$ cat src/rtl/iot_stream_filter.sv
// Byte-stream filter: assembles DATA_BYTES-beat items into rounds of ROUND items and
// applies a selectable per-round reduction or per-item threshold/peak filter.
module iot_stream_filter #(
   parameter int BYTE_W     = 8,
   parameter int DATA_BYTES = 16,
   parameter int ROUND      = 8
) (
   input  logic                         clk,
   input  logic                         rst,
   input  logic                         in_en,
   input  logic [BYTE_W-1:0]            iot_in,
   input  logic [2:0]                   fn_sel,
   input  logic [BYTE_W*DATA_BYTES-1:0] lo_th,
   input  logic [BYTE_W*DATA_BYTES-1:0] hi_th,
   input  logic                         out_ready,
   output logic                         busy,
   output logic                         valid,
   output logic [BYTE_W*DATA_BYTES-1:0] iot_out
);

   localparam int W    = BYTE_W * DATA_BYTES;
   localparam int LG   = $clog2(ROUND);
   localparam int BC_W = (DATA_BYTES > 1) ? $clog2(DATA_BYTES) : 1;
   localparam int SH_W = (DATA_BYTES > 1) ? (W - BYTE_W) : W;

   localparam logic [BC_W-1:0] BEAT_LAST = BC_W'(DATA_BYTES - 1);
   localparam logic [LG-1:0]   ITEM_LAST = LG'(ROUND - 1);

   localparam logic [2:0] FN_MAX  = 3'd1;
   localparam logic [2:0] FN_MIN  = 3'd2;
   localparam logic [2:0] FN_AVG  = 3'd3;
   localparam logic [2:0] FN_EXT  = 3'd4;
   localparam logic [2:0] FN_EXC  = 3'd5;
   localparam logic [2:0] FN_PMAX = 3'd6;
   localparam logic [2:0] FN_PMIN = 3'd7;

   logic [BC_W-1:0] beat_cnt_r;
   logic [LG-1:0]   item_cnt_r;
   logic [SH_W-1:0] item_r;
   logic [W+LG-1:0] acc_r;
   logic [W-1:0]    peak_r;
   logic            peak_empty_r;
   logic [2:0]      fn_r;
   logic            valid_r;
   logic [W-1:0]    out_r;

   logic            busy_s;
   logic            accept_s;
   logic            item_done_s;
   logic            round_start_s;
   logic            first_item_s;
   logic            last_item_s;
   logic [2:0]      fn_eff_s;
   logic            peak_empty_s;
   logic [W-1:0]    item_next_s;
   logic [W+LG-1:0] item_ext_s;
   logic [W+LG-1:0] max_next_s;
   logic [W+LG-1:0] min_next_s;
   logic [W+LG-1:0] sum_next_s;
   logic [W+LG-1:0] acc_next_s;
   logic            load_s;
   logic [W-1:0]    res_s;
   logic            peak_load_s;
   logic [W-1:0]    peak_next_s;

   generate
      if (DATA_BYTES > 1) begin : g_shift
         assign item_next_s = {item_r, iot_in};
      end else begin : g_single
         assign item_next_s = iot_in;
      end
   endgenerate

   assign busy_s        = valid_r && !out_ready;
   assign accept_s      = in_en && !busy_s;
   assign item_done_s   = accept_s && (beat_cnt_r == BEAT_LAST);
   assign round_start_s = accept_s && (beat_cnt_r == '0) && (item_cnt_r == '0);
   assign first_item_s  = (item_cnt_r == '0);
   assign last_item_s   = (item_cnt_r == ITEM_LAST);
   // With one-beat items the round's first beat also completes an item, so use fn_sel directly.
   assign fn_eff_s      = round_start_s ? fn_sel : fn_r;
   assign peak_empty_s  = peak_empty_r || (round_start_s && (fn_sel != fn_r));

   assign item_ext_s = {{LG{1'b0}}, item_next_s};
   assign max_next_s = (first_item_s || (item_next_s > acc_r[W-1:0])) ? item_ext_s : acc_r;
   assign min_next_s = (first_item_s || (item_next_s < acc_r[W-1:0])) ? item_ext_s : acc_r;
   assign sum_next_s = first_item_s ? item_ext_s : (acc_r + item_ext_s);

   // Result selection and peak update for the item completing this cycle
   always_comb begin
      acc_next_s  = acc_r;
      load_s      = 1'b0;
      res_s       = item_next_s;
      peak_load_s = 1'b0;
      peak_next_s = item_next_s;
      if (item_done_s) begin
         case (fn_eff_s)
            FN_MAX: begin
               acc_next_s = max_next_s;
               load_s     = last_item_s;
               res_s      = max_next_s[W-1:0];
            end
            FN_MIN: begin
               acc_next_s = min_next_s;
               load_s     = last_item_s;
               res_s      = min_next_s[W-1:0];
            end
            FN_AVG: begin
               acc_next_s = sum_next_s;
               load_s     = last_item_s;
               res_s      = sum_next_s[W+LG-1:LG];
            end
            FN_EXT: begin
               load_s = (item_next_s > lo_th) && (item_next_s < hi_th);
            end
            FN_EXC: begin
               load_s = (item_next_s < lo_th) || (item_next_s > hi_th);
            end
            FN_PMAX: begin
               if (peak_empty_s) begin
                  acc_next_s  = max_next_s;
                  load_s      = last_item_s;
                  res_s       = max_next_s[W-1:0];
                  peak_load_s = last_item_s;
                  peak_next_s = max_next_s[W-1:0];
               end else begin
                  load_s      = item_next_s > peak_r;
                  peak_load_s = item_next_s > peak_r;
               end
            end
            FN_PMIN: begin
               if (peak_empty_s) begin
                  acc_next_s  = min_next_s;
                  load_s      = last_item_s;
                  res_s       = min_next_s[W-1:0];
                  peak_load_s = last_item_s;
                  peak_next_s = min_next_s[W-1:0];
               end else begin
                  load_s      = item_next_s < peak_r;
                  peak_load_s = item_next_s < peak_r;
               end
            end
            default: begin
               load_s = 1'b0;
            end
         endcase
      end else begin
         load_s = 1'b0;
      end
   end

   // Beat/item counters and the partial-item shift register
   always_ff @(posedge clk or posedge rst) begin
      if (rst) begin
         beat_cnt_r <= '0;
         item_cnt_r <= '0;
         item_r     <= '0;
      end else if (accept_s) begin
         item_r <= item_next_s[SH_W-1:0];
         if (beat_cnt_r == BEAT_LAST) begin
            beat_cnt_r <= '0;
            item_cnt_r <= (item_cnt_r == ITEM_LAST) ? '0 : item_cnt_r + 1'b1;
         end else begin
            beat_cnt_r <= beat_cnt_r + 1'b1;
         end
      end
   end

   // Round accumulator (running max/min/sum)
   always_ff @(posedge clk or posedge rst) begin
      if (rst) begin
         acc_r <= '0;
      end else if (item_done_s) begin
         acc_r <= acc_next_s;
      end
   end

   // Latched round function and persistent peak
   always_ff @(posedge clk or posedge rst) begin
      if (rst) begin
         fn_r         <= 3'd0;
         peak_r       <= '0;
         peak_empty_r <= 1'b1;
      end else begin
         if (round_start_s) begin
            fn_r <= fn_sel;
         end
         if (peak_load_s) begin
            peak_r       <= peak_next_s;
            peak_empty_r <= 1'b0;
         end else if (round_start_s && (fn_sel != fn_r)) begin
            peak_empty_r <= 1'b1;
         end
      end
   end

   // One-entry output holding register; a new load wins over a simultaneous consume
   always_ff @(posedge clk or posedge rst) begin
      if (rst) begin
         valid_r <= 1'b0;
         out_r   <= '0;
      end else if (load_s) begin
         valid_r <= 1'b1;
         out_r   <= res_s;
      end else if (out_ready) begin
         valid_r <= 1'b0;
      end
   end

   assign busy    = busy_s;
   assign valid   = valid_r;
   assign iot_out = out_r;

endmodule

$ cat config.mk
export PLATFORM = sky130hd
export DESIGN_NAME = iot_stream_filter
export DESIGN_NICKNAME = d
export VERILOG_FILES = /design/src/rtl/iot_stream_filter.sv
export SDC_FILE = /design/constraint.sdc
export NUM_CORES = 2
export LEC_CHECK = 0
export CORE_MARGIN = 8
export CORE_UTILIZATION = 54
export DETAILED_ROUTE_END_ITERATION = 12
export HOLD_SLACK_MARGIN = 0.15
export PLACE_DENSITY = 0.77
export REMOVE_ABC_BUFFERS = 1
export SKIP_CTS_REPAIR_TIMING = 1
export SLEW_MARGIN = 40
export SYNTH_ARGS = -nofsm -noshare
export SYNTH_HDL_FRONTEND = slang
export SYNTH_SLANG_ARGS = --single-unit
$ cat constraint.sdc
create_clock -name clk -period 17.8 [get_ports clk]
set_input_delay 3.56 -clock clk [delete_from_list [all_inputs] [get_ports clk]]
set_output_delay 3.56 -clock clk [all_outputs]
set_load 0.01 [all_outputs]
==> results.md <==
* RSZ-0062 raised after global routing: no
* Diode count at 0
* Delay of the slowest cell on the worst path at 0.97 ns
* R2r endpoint: iot_out[116]
* Ys flop type: dfrtp_1
* Clk_lat worst skew at about 0.65 ns
* Mapped cell area at 46,600 um2
* Clock skew at between 0.02 and 0.03 ns
* Layout cells sized above 1 at roughly 4.1%
* Clock tree buffer depth at 3
* Setup violators final at 0
* Req. time, crit path at between 15 and 20 ns
* Placer congestion estimate at 0.999
* Clk sink count at 519
* Global-route wire length before repair at around 270,000 um
* Die Area at 95,900 um2
* Worst setup margin at ~8 ns
* Ports at roughly 400
* DP HPWL at roughly 130,000 um
* Leak at between 20 and 25 nW
* Critical path type: primary input to flop
* Levels on crit path at 17
* Commonest cells post-synth: nand2_1 (921), a21oi_1 (739), inv_1 (659), ha_1 (645), dfrtp_1 (518)
* Async set-or-reset flop fraction in the synthesized netlist at 100%
* Hold Slack at 0.479 ns
* Worst R2R Path Depth at 15
* Root Driver: clkbuf_16
* Sequential share of the synthesized area at ~28%
* Area leader, netlist: dfrtp_1
* Most frequent cell after synthesis: nand2_1
* Largest net degree at the start of global routing at around 190
* Max-Cap Viols at 0
* Slew Viols, Final at 0
* Starting density of the core at between 50% and 60%
* Slew of the pin with the lowest slew margin at 0.977 ns
* CTS tree: built
* Pwr/cell area at roughly 100 nW/um2
* Core area at ~85,000 um2
* Worst Hold Class: flop to flop
* Crit path time final at about 10 ns
* Nets@finish at 7,314
* Synth warn at 0
* Vias in the first global route at 46,500
* Worst reg-to-reg setup slack at around 11 ns
* Final ANT Viol Nets at 0
* Die Y at between 300 and 400 um
* Row cnt at 107
* Slowest CP cell: nor4_1
* Vias per cell at roughly 6.3
* Iter 0 DRT Violations at roughly 5,200
* Initial antenna violation count at 1
* Mapped Cells at between 6,000 and 7,000
* WHS Path Cells at 2
* DRC at 0
* Final Hold Vio Count at 0
* CTS clk-pin slew, worst paths at ~0.060 ns
* CP max FO at between 100 and 150
* Layout area overhead at 15.3%
* Total CTS buffers at between 50 and 60
* Via count at 47,700
* Average size of a mapped cell at approximately 7.5 um2
* Synth unique cells at 79
* Slew HR at 34.2%
* Area after DPL at 51,600 um2
* Port buffer count at 400
* Maximum vdd drop at between 0.15 and 0.2 mV
* Worst slack, placed at 7.48 ns
* Number of synthesized flops with an enable pin at 0
* CP Launch Type: primary input
* Htree depth at 2
* Status: finished clean
* Gr ovfl total at 0
* CP bufs+invs at 5
* Top cell type's share of synthesized area at 27.8%
* Cells along the critical path: clkdlybuf4s50_1, inv_1, ha_1, nand4_1, nor2_1, nand3_1, or4_1, nor3b_1, nand4_1, nor4_1, nor3_1, o31ai_4, buf_12, buf_16, buf_4, nor2_1, a311oi_1
* Crit path to: iot_out[116]
* Top cells by area, synth: dfrtp_1 (28%), ha_1 (17%), a21oi_1 (7.9%)
* CP delay by family, top: simple AND/OR/NAND/NOR gates
* Crit path from: hi_th[126]
* #FFs+latches synth at between 500 and 600
* Final Util at approximately 63%
* Fin cells at 7,590
* WL final at roughly 180,000 um
* Setup TNS at 0 ns
* Final worst-path cycle share at a little under three fifths
* RR Startpoint: item_r[119]
* Gr usage total at 35.5%
* Crit. End Element: flop
* WL/cell at around 23 um
* Total power at ~5.5 mW
* Drt pass-1 iters at 8
* Design area at approximately 54,000 um2
* F_max at 99.7 MHz
* Critical path data arrival time at 10.56 ns
* Placed cells at roughly 7,500
* DIE WIDTH at about 310 um
flip-flops by register name, indices dropped and copies added, names as in the netlist:
| register | cells |
|---|---|
| fn_r | 3 |
| iot_out | 128 |
| item_cnt_r | 3 |
| beat_cnt_r | 4 |
| valid | 1 |
| peak_empty_r | 1 |
| peak_r | 128 |
| item_r | 120 |
| acc_r | 131 |
layout by cell type, fill, tap and decap left out, types with 110 or more instances in the layout:
cell | netlist | routed
a21o_1 | 123 | 123
nor2_1 | 472 | 469
dfrtp_1 | 518 | 518
clkdlybuf4s50_1 | 0 | 400
nand2_1 | 921 | 918
inv_1 | 659 | 658
nand4_1 | 124 | 124
o21ai_0 | 417 | 416
a21oi_1 | 739 | 738
xnor2_1 | 118 | 118
o21ai_1 | 111 | 110
ha_1 | 645 | 645
worst min path at each step:
stage              endpoint  slack (ns)    startpoint
2_1_floorplan   peak_r[112]        0.45   peak_r[112]
3_3_place_gp     peak_r[24]        0.46    peak_r[24]
3_5_place_dp   iot_out[125]        0.47  iot_out[125]
4_1_cts         peak_r[117]        0.48   peak_r[117]
5_1_grt          peak_r[80]        0.49    peak_r[80]
6_report         peak_r[36]        0.48    peak_r[36]
where the power goes:
| group | internal (mW) | switching [mW] |
|---|---|---|
| clock network | 0.748 | 0.547 |
| logic | 0.870 | 1.81 |
| registers | 1.31 | 0.253 |
per-layer routing:
layer	wire length [um]	share of wire (%)	track usage, %
met1	73300	42	48.3
met3	17700	10	7.23
met5	13	0.0074	0
met4	7800	4.4	14.3
met2	77500	44	55.1
cells by family (layout without fill, tap and decap cells):
| logic type | count (synthesis) | in the layout | share of synthesized area [%] |
|---|---|---|---|
| compound gates | 1981 | 1981 | 25.9 |
| simple gates | 1890 | 1890 | 17.7 |
| buf+inv | 989 | 1255 | 8.15 |
| fa+ha+maj | 646 | 646 | 17.4 |
| flops | 519 | 519 | 27.9 |
| xor+xnor | 131 | 131 | 2.46 |
| mux | 24 | 24 | 0.537 |
tightest hold or removal path: cells and delay by family (launching register included):
kind	cells	cell delay, ns
compound gates	1	0.06
flops	1	0.34
simple gates	1	0.04
final cells by class:
| type | instances | area (um2) |
|---|---|---|
| repair buffers | 485 | 4780 |
| fillers | 7634 | 31500 |
| well taps | 1144 | 1430 |
| clock buffers | 78 | 1600 |
| clock inverters | 31 | 400 |
| inverters | 661 | 2490 |
| flip-flops and latches | 519 | 13000 |
| multi-input cells | 4672 | 30000 |
Note: power is estimated with default switching activity, not from simulation.
